===== src/rtl/gci_hub_specialmem_n.sv =====
// GCI hub special memory: per-node usemem/priority snapshots, a sequentially
// accumulated TOTAL/OVF pair, and a one-cycle-latency registered read port.
module gci_hub_specialmem_n #(
  parameter int          NODE_NUM = 4,
  parameter int          PRI_W    = 8,
  parameter logic [31:0] HUB_RSV  = 32'h400
) (
  input  logic                      iCLOCK,
  input  logic                      iRESET_SYNC,
  input  logic                      iUPDATE_REQ,
  input  logic [NODE_NUM*32-1:0]    iNODE_USEMEMSIZE,
  input  logic [NODE_NUM*PRI_W-1:0] iNODE_PRIORITY,
  input  logic                      iREAD_REQ,
  input  logic [9:0]                iREAD_ADDR,
  output logic                      oBUSY,
  output logic                      oDATA_VALID,
  output logic [31:0]               oDATA,
  output logic                      oDATA_ERR
);

  typedef enum logic {IDLE, SUM} state_t;

  state_t      state_reg;
  logic [2:0]  idx_reg;
  logic [32:0] acc_reg;
  logic [31:0] total_reg;
  logic        ovf_reg;

  logic [31:0]      snap_mem_reg [NODE_NUM];
  logic [PRI_W-1:0] snap_pri_reg [NODE_NUM];

  // Snapshots padded out to the full 8-slot map so every 3-bit index is legal.
  logic [31:0] mem_pad [8];
  logic [31:0] pri_pad [8];

  genvar gi;
  generate
    for (gi = 0; gi < 8; gi++) begin : g_slot
      if (gi < NODE_NUM) begin : g_node
        always_ff @(posedge iCLOCK) begin
          if (iRESET_SYNC) begin
            snap_mem_reg[gi] <= '0;
            snap_pri_reg[gi] <= '0;
          end else if (iUPDATE_REQ) begin
            snap_mem_reg[gi] <= iNODE_USEMEMSIZE[32*gi +: 32];
            snap_pri_reg[gi] <= iNODE_PRIORITY[PRI_W*gi +: PRI_W];
          end
        end
        assign mem_pad[gi] = snap_mem_reg[gi];
        assign pri_pad[gi] = 32'(snap_pri_reg[gi]);
      end else begin : g_empty
        assign mem_pad[gi] = '0;
        assign pri_pad[gi] = '0;
      end
    end
  endgenerate

  logic [32:0] sum_next;
  logic        last_add;

  assign sum_next = acc_reg + {1'b0, mem_pad[idx_reg]};
  assign last_add = (idx_reg == 3'(NODE_NUM - 1));

  // A new update always restarts the pass; only a completing pass commits.
  always_ff @(posedge iCLOCK) begin
    if (iRESET_SYNC) begin
      state_reg <= IDLE;
      idx_reg   <= '0;
      acc_reg   <= '0;
      total_reg <= HUB_RSV;
      ovf_reg   <= 1'b0;
    end else if (iUPDATE_REQ) begin
      state_reg <= SUM;
      idx_reg   <= '0;
      acc_reg   <= {1'b0, HUB_RSV};
    end else if (state_reg == SUM) begin
      if (last_add) begin
        total_reg <= sum_next[31:0];
        ovf_reg   <= sum_next[32];
        idx_reg   <= '0;
        state_reg <= IDLE;
      end else begin
        acc_reg <= sum_next;
        idx_reg <= idx_reg + 3'd1;
      end
    end
  end

  assign oBUSY = (state_reg == SUM);

  logic        accept;
  logic [2:0]  node_k;
  logic [31:0] rd_data;
  logic        rd_err;

  assign accept = iREAD_REQ && (state_reg == IDLE);
  assign node_k = iREAD_ADDR[7:5];

  always_comb begin
    rd_data = '0;
    rd_err  = 1'b1;
    case (iREAD_ADDR)
      10'h000: begin rd_data = 32'(NODE_NUM);      rd_err = 1'b0; end
      10'h004: begin rd_data = total_reg;          rd_err = 1'b0; end
      10'h008: begin rd_data = {31'b0, ovf_reg};   rd_err = 1'b0; end
      default: begin
        if (iREAD_ADDR[9:8] == 2'b01 && {1'b0, node_k} < 4'(NODE_NUM)) begin
          if (iREAD_ADDR[4:0] == 5'h00) begin
            rd_data = mem_pad[node_k];
            rd_err  = 1'b0;
          end else if (iREAD_ADDR[4:0] == 5'h04) begin
            rd_data = pri_pad[node_k];
            rd_err  = 1'b0;
          end
        end
      end
    endcase
  end

  always_ff @(posedge iCLOCK) begin
    if (iRESET_SYNC) begin
      oDATA_VALID <= 1'b0;
      oDATA       <= '0;
      oDATA_ERR   <= 1'b0;
    end else begin
      oDATA_VALID <= accept;
      if (accept) begin
        oDATA     <= rd_data;
        oDATA_ERR <= rd_err;
      end
    end
  end

endmodule


===== config.mk =====
export PLATFORM = sky130hd
export DESIGN_NAME = gci_hub_specialmem_n
export DESIGN_NICKNAME = d
export VERILOG_FILES = /design/src/rtl/gci_hub_specialmem_n.sv
export SDC_FILE = /design/constraint.sdc
export NUM_CORES = 1
export LEC_CHECK = 0
export ABC_CLOCK_PERIOD_IN_PS = 21300
export CAP_MARGIN = 40
export CORE_MARGIN = 2
export CORE_UTILIZATION = 55
export DETAILED_ROUTE_END_ITERATION = 10
export HOLD_SLACK_MARGIN = 0.02
export PLACE_DENSITY = 0.88
export RECOVER_POWER = 50
export SLEW_MARGIN = 20
export SYNTH_ARGS = -nofsm -noshare
export SYNTH_HDL_FRONTEND = slang
export SYNTH_SLANG_ARGS = --single-unit

===== constraint.sdc =====
create_clock -name iCLOCK -period 21.3 [get_ports iCLOCK]
set_clock_uncertainty 0.1 [all_clocks]
set_input_delay 6.39 -clock iCLOCK [delete_from_list [all_inputs] [get_ports iCLOCK]]
set_output_delay 6.39 -clock iCLOCK [all_outputs]
set_load 0.05 [all_outputs]

==> flow_summary_export.csv, run 1 <==
group,metric,value,unit
power_and_ir_drop,pwr_density_cell,74.5,nW/µm²
floorplanning,design.core.area,24300,µm²
grt,overall_global_routing_usage,25.7,%
cts,clk_transition_reported_paths,0.07,ns
setup_path,worst_r2r_endpoint,"total_reg[20]$_SDFFE_PP0P_",
yosys,postSynth.topFlopCell,"edfxtp_1",
drt,route.final.wire_length,34000,µm
place,numPlacedInstances,1656,
yosys,netlist.top_cell.by_area,"edfxtp_1",
drt,antenna_violation_net_count_after_detailed_routing,0,
setup_path,path_common_cell,"clkbuf_1",
cts,post_cts_hold_fix_bufs,0,
yosys,syn-instance-count,1192,
setup_path,timing_worst_setup_path_type,"input port to register",
final_layout,finish.cell_count_without_fillers,1712,
worst_hold_path,hold_endpoint,"total_reg[17]$_SDFFE_PP0P_",
yosys,synthesis.nets,1400,
yosys,yosys.cell_types.count,60,
setup_path,critical_path_arrival,13.53,ns
grt,maximum_number_of_pins_on_one_net_before_global_route_repair,103,
drt,detailedRoute.firstPassIterationCount,5,
cts,insertion_delay_of_the_later_clocked_pin_in_the_worst_skew_pair,0.54,ns
setup_path,worst_path_max_delay_cell,"clkbuf_1",
floorplanning,die_area,26100,µm²
status,outcome,"finished, violations left",
sta,setup_viol,0,
sta,share_of_the_cycle_needed_by_the_critical_path_after_routing,63.0,%
setup_path,critPathMaxFanout,70,
yosys,synthTopCellsByArea,"edfxtp_1, dfxtp_1, mux4_2",
sta,final.setup.worst_slack,7.87,ns
floorplanning,starting_density_of_the_core,56.0,%
setup_path,rr_startpoint,"idx_reg[0]$_SDFFE_PP0P_",
sta,rsz_0062_raised_after_global_routing,"false",
place,rd_place_congestion,0.895,
grt,grt_first_pass_wirelength,53700,µm
drt,detail_route.drc_violations,0,
run,maxCapViolations,4,
grt,grt_pass1_vias,10480,
cts,post_cts.resized_instances,0,
cts,clock-root-buffer,"clkbuf_16",
sta,final-max-slew-violation-count,195,
floorplanning,fp-row-count,57,
worst_hold_path,min_path_cells,2,
cts,htree_levels,1,
power_and_ir_drop,p_leak,0.00626,µW
setup_path,cp_slowest_stage_delay,2.39,ns
final_layout,largest_reg_flops,128,
sta,fmax,74.5,MHz
worst_hold_path,hold_path.class,"register to register",
sta,finalSetupTns,0,ns
final_layout,fin_nets,1573,
final_layout,layout_commonest_cell,"clkdlybuf4s50_1",
setup_path,timing.critical_path.buf_inv,7,
cts,cts_num_sinks,264,
worst_hold_path,hold_sp,"total_reg[17]$_SDFFE_PP0P_",
yosys,synth_warnings,0,
yosys,mappedNetlistArea,13600,µm²
drt,route.detailed.wl_per_inst,19.8,µm
cts,clock_tree_from_tritoncts,"built",
yosys,postSynthAreaPerCell,11.4,µm²
cts,cts_buffer_depth,3,
status,failed_checks,"capacitance limit, slew limit",
final_layout,synthToLayoutAreaGrowth,24.3,%
place,hpwl,22800,µm
grt,overflow,0,
setup_path,crit_path_cell_trace,"buf_2 -> clkbuf_1 -> nor2_1 -> clkbuf_1 -> clkinvlp_2 -> clkbuf_1 -> buf_6 -> buf_16",
cts,cts.repair_timing.setup_buffer_count,0,
setup_path,critical-path-top-delay-family,"buffers and inverters",
grt,initial_antenna_violation_count,1,
setup_path,cp.required,21.41,ns
setup_path,reg2reg_slack,16.39,ns
setup_path,worst-r2r-cell-count,13,
floorplanning,chipWidth,161,µm
floorplanning,die_height,161,µm
place,placement.io_buffers,208,
sta,final_period_minus_worst_setup_slack,13.43,ns
power_and_ir_drop,peakVddDrop,73.5,µV
yosys,ys_seq_elements,264,
yosys,async_reset_ff_share,0,%
sta,slew_headroom,-128,%
final_layout,mostFrequentLayoutCells,"clkdlybuf4s50_1, edfxtp_1, and2_1",
cts,cts_inserted_buffers,28,
place,dp_slack,11.94,ns
final_layout,fill_cells,1682,
yosys,synth.yosys.seq_area_share,50.5,%
setup_path,worstSetupStartpointType,"input port",
drt,routed-via-count,10174,
drt,vias_per_cell,5.94,
sta,final.hold.worst_slack,0.357,ns
sta,timing.final.hold_violations,0,
final_layout,drive_gt1_share,11.8,%
setup_path,end_kind,"register",
sta,tightestPinTransition,3.42,ns
yosys,synth_enable_flop_cells,160,
drt,detailedRoute.firstIterationViolations,836,
yosys,post-synth-top-area-fraction,35.2,%
floorplanning,top_level_ports,209,
## how the worst max path moves through the flow
stage	startpoint	endpoint	slack, ns	depth (start not counted)
2_1_floorplan	iRESET_SYNC	snap_mem_reg[0][0]$_SDFFCE_PN0P_	8.98	5
3_3_place_gp	iRESET_SYNC	snap_mem_reg[1][9]$_SDFFCE_PN0P_	11.71	6
3_5_place_dp	iRESET_SYNC	snap_mem_reg[1][14]$_SDFFCE_PN0P_	11.94	6
4_1_cts	iRESET_SYNC	snap_mem_reg[3][8]$_SDFFCE_PN0P_	12.49	6
5_1_grt	iRESET_SYNC	snap_mem_reg[0][17]$_SDFFCE_PN0P_	7.36	8
6_report	iRESET_SYNC	snap_mem_reg[2][17]$_SDFFCE_PN0P_	7.87	8
## Yosys cell counts, types with 3 or more instances
cell / instances
dfxtp_1: 104
clkbuf_1: 70
nor2b_1: 37
o21a_1: 6
or3_1: 6
xnor2_1: 16
inv_1: 8
nand2b_1: 3
and2_1: 161
a21o_1: 18
a21oi_1: 72
xor2_1: 6
o211ai_1: 10
ha_1: 33
a211oi_1: 42
nor3_1: 17
nand2_1: 107
mux2_2: 9
o21ai_1: 9
buf_2: 9
nor4b_1: 4
mux4_2: 72
and3_1: 4
o21bai_1: 3
nor2_1: 76
buf_1: 7
nand4_1: 5
o21ai_0: 11
nand3_1: 32
o2111ai_1: 4
a22oi_1: 30
edfxtp_1: 160
a311o_1: 3
## through the flow
| stage | util, % | power, µW | instance area, µm² |
|---|---|---|---|
| floorplan | - | 713 | 13600 |
| global placement | 65.4 | 776 | 15900 |
| detailed placement | 65.8 | 784 | 16000 |
| CTS | 69.6 | 1270 | 16900 |
| global route | 69.7 | 1300 | 16900 |
| finish | 69.7 | 1260 | 16900 |
## tightest hold or removal path, cell delays in order, from the launching register on
cell	delay [ns]
dfxtp_1	0.31
nand2_1	0.05
a21oi_1	0.05
## power breakdown
part | switching [µW] | internal, µW
Clock | 200 | 288
Sequential | 16.2 | 576
Combinational | 91.4 | 89.9
Total | 307 | 954
## layout make-up
| class | instances | area, µm² | share of cell area, % |
|---|---|---|---|
| inverter | 8 | 31.3 | 0.185 |
| timing repair buffer | 229 | 2290 | 13.5 |
| multi-input combinational | 834 | 6410 | 37.8 |
| clock inverter | 8 | 66.3 | 0.391 |
| antenna | 1 | 2.50 | 0.0148 |
| sequential | 264 | 6890 | 40.7 |
| clock buffer | 44 | 858 | 5.07 |
| tap | 324 | 405 | 2.39 |
## layer usage
metal  vias to the layer above  global-route usage (%)  wire length [µm]
met5                         -                       0                 0
met4                         0                    8.64              1110
met3                        79                    4.08              2100
met2                       387                    46.7             17900
met1                      4943                    31.2             12800
li1                       4765                       -                 -
## logic make-up (layout without fill, tap and decap cells)
logic type | Yosys count | in the layout | share of synthesized area [%]
xor+xnor | 22 | 22 | 1.41
simple gates | 462 | 462 | 17.6
compound gates | 233 | 233 | 11.9
flops | 264 | 264 | 50.5
fa+ha+maj | 34 | 34 | 3.18
other cells | 0 | 1 | 0
buf+inv | 94 | 289 | 2.67
mux | 83 | 83 | 12.8
Note: power is estimated with default switching activity, not from simulation.
==> inputs of run 2 (changes only) <==
--- a/config.mk
+++ b/config.mk
@@ -5,13 +5,13 @@
 export SDC_FILE = /design/constraint.sdc
 export NUM_CORES = 1
 export LEC_CHECK = 0
-export ABC_CLOCK_PERIOD_IN_PS = 21300
+export ABC_CLOCK_PERIOD_IN_PS = 12110
 export CAP_MARGIN = 40
 export CORE_MARGIN = 2
-export CORE_UTILIZATION = 55
+export CORE_UTILIZATION = 49
 export DETAILED_ROUTE_END_ITERATION = 10
 export HOLD_SLACK_MARGIN = 0.02
-export PLACE_DENSITY = 0.88
+export PLACE_DENSITY = 0.83
 export RECOVER_POWER = 50
 export SLEW_MARGIN = 20
 export SYNTH_ARGS = -nofsm -noshare
==> constraint.sdc (replaced) <==
create_clock -name iCLOCK -period 12.11 [get_ports iCLOCK]
set_clock_uncertainty 0.1 [all_clocks]
set_input_delay 3.633 -clock iCLOCK [delete_from_list [all_inputs] [get_ports iCLOCK]]
set_output_delay 3.633 -clock iCLOCK [all_outputs]
set_load 0.05 [all_outputs]
==> run 2 against run 1 <==
The flow still finishes with violations (capacitance limit, slew limit). Worst setup slack got worse by 4.2 ns. Count of clock-buffer cells in the layout decreased by 13. Register-to-register slack got worse by 9.1 ns. Die area increased by 12%. Non-clock buffer count increased by 1. First-iteration DRC count decreased by 32%. Sequential share of layout area decreased by 0.22 points. Total power increased by 75%. Critical path depth decreased by 2. Combinational power increased by 77%. Routed wire length decreased by 2.5%. Critical path type unchanged. Critical endpoint is now snap_mem_reg[1][19]$_SDFFCE_PN0P_.
==> flow_summary_export.csv, run 2 (synthesized netlist as in run 1, its figures left out) <==
group,metric,value,unit
cts,cts_inserted_buffers,27,
final_layout,fill_cells,2143,
floorplanning,die_height,171,µm
grt,initial_antenna_violation_count,0,
final_layout,fin_nets,1573,
final_layout,mostFrequentLayoutCells,"clkdlybuf4s50_1, edfxtp_1, and2_1",
place,placement.io_buffers,208,
final_layout,layout_commonest_cell,"clkdlybuf4s50_1",
sta,timing.final.hold_violations,0,
setup_path,reg2reg_slack,7.33,ns
drt,vias_per_cell,5.65,
power_and_ir_drop,p_leak,0.00625,µW
drt,detailedRoute.firstPassIterationCount,7,
setup_path,worst_r2r_endpoint,"total_reg[27]$_SDFFE_PP0P_",
cts,insertion_delay_of_the_later_clocked_pin_in_the_worst_skew_pair,0.54,ns
setup_path,worst-r2r-cell-count,12,
drt,route.final.wire_length,33100,µm
place,hpwl,22900,µm
grt,overall_global_routing_usage,22.8,%
sta,slew_headroom,-120,%
setup_path,critPathMaxFanout,120,
setup_path,rr_startpoint,"idx_reg[0]$_SDFFE_PP0P_",
final_layout,synthToLayoutAreaGrowth,25.0,%
cts,cts.repair_timing.setup_buffer_count,0,
setup_path,crit_path_cell_trace,"buf_2 -> clkbuf_1 -> nor2b_1 -> clkbuf_1 -> buf_16 -> and2_1",
sta,final-max-slew-violation-count,113,
final_layout,layout.core_utilization,61.8,%
cts,htree_levels,1,
drt,detailedRoute.firstIterationViolations,568,
setup_path,cp_slowest_stage_delay,2.31,ns
setup_path,end_kind,"register",
worst_hold_path,hold_path.class,"register to register",
final_layout,drive_gt1_share,12.2,%
sta,fmax,118,MHz
final_layout,register_area,6890,µm²
grt,grt_first_pass_wirelength,52100,µm
worst_hold_path,hold_sp,"total_reg[20]$_SDFFE_PP0P_",
sta,tightestPinTransition,3.29,ns
cts,clk_transition_reported_paths,0.06,ns
place,rd_place_congestion,0.889,
setup_path,cp.required,12.29,ns
status,failed_checks,"capacitance limit, slew limit",
place,dpl_cell_area,16100,µm²
grt,overflow,0,
grt,grt_pass1_vias,10012,
setup_path,path_common_cell,"clkbuf_1",
worst_hold_path,min_path_cells,2,
cts,clock-root-buffer,"clkbuf_16",
floorplanning,top_level_ports,209,
sta,final_period_minus_worst_setup_slack,8.44,ns
sta,final.setup.worst_slack,3.67,ns
power_and_ir_drop,pwr_density_cell,130,nW/µm²
floorplanning,design.core.area,27600,µm²
sta,setup_viol,0,
grt,maximum_number_of_pins_on_one_net_before_global_route_repair,121,
drt,routed-via-count,9969,
drt,route.detailed.wl_per_inst,18.8,µm
power_and_ir_drop,peakVddDrop,83.9,µV
floorplanning,fp-row-count,61,
floorplanning,die_area,29200,µm²
floorplanning,starting_density_of_the_core,49.5,%
setup_path,worst_path_max_delay_cell,"clkbuf_1",
sta,final.hold.worst_slack,0.361,ns
setup_path,worstSetupStartpointType,"input port",
run,maxCapViolations,2,
cts,clock_tree_from_tritoncts,"built",
final_layout,largest_reg_flops,128,
cts,post_cts.resized_instances,0,
cts,post_cts_hold_fix_bufs,0,
drt,antenna_violation_net_count_after_detailed_routing,0,
place,dp_slack,5.05,ns
drt,detail_route.drc_violations,0,
final_layout,postLayoutCellArea,17000,µm²
cts,cts_buffer_depth,3,
sta,share_of_the_cycle_needed_by_the_critical_path_after_routing,69.7,%
final_layout,n_antenna_cell,0,
final_layout,multi_input_area,6410,µm²
setup_path,critical_path_arrival,8.63,ns
sta,rsz_0062_raised_after_global_routing,"false",
setup_path,timing_worst_setup_path_type,"input port to register",
status,outcome,"finished, violations left",
sta,finalSetupTns,0,ns
cts,cts_num_sinks,264,
worst_hold_path,hold_endpoint,"total_reg[20]$_SDFFE_PP0P_",
floorplanning,chipWidth,171,µm
[run 2: per-layer routing]
metal,wire length (µm),up-vias,track usage [%]
met5,0,-,0
met4,1150,0,8.96
met3,1960,71,3.52
met2,16800,309,40.0
met1,13300,4826,28.4
li1,-,4763,-
[run 2: worst max-delay path by stage]
stage,start,endpoint,cells past startpoint
floorplan,iRESET_SYNC,snap_mem_reg[0][0]$_SDFFCE_PN0P_,5
global placement,iRESET_SYNC,acc_reg[26]$_SDFFE_PP0P_,9
detailed placement,iRESET_SYNC,acc_reg[26]$_SDFFE_PP0P_,10
CTS,iRESET_SYNC,acc_reg[26]$_SDFFE_PP0P_,10
global route,iRESET_SYNC,snap_mem_reg[1][19]$_SDFFCE_PN0P_,6
finish,iRESET_SYNC,snap_mem_reg[1][19]$_SDFFCE_PN0P_,6
[run 2: layout make-up]
cell class                 instances  share of cell area, %
inverter                           8                  0.206
multi-input combinational        834                   37.6
tap                              378                   2.78
clock buffer                      31                   4.17
timing repair buffer             230                   13.7
sequential                       264                   40.4
clock inverter                    19                   1.16
[run 2: worst max-delay path: cells and delay by family]
kind          cells  cell delay (ns)
buf+inv           4             3.07
simple gates      2             1.82
[run 2: metrics by stage]
stage	power (µW)	cells
2_1_floorplan	1250	1192
3_3_place_gp	1370	1706
3_5_place_dp	1380	1711
4_1_cts	2230	1761
5_1_grt	2290	1764
6_report	2210	1764
[run 2: power breakdown]
| part | total, µW | switching [µW] | internal, µW |
|---|---|---|---|
| Sequential | 1040 | 28.3 | 1010 |
| Combinational | 320 | 161 | 160 |
| Clock | 851 | 360 | 490 |
| Total | 2210 | 550 | 1660 |
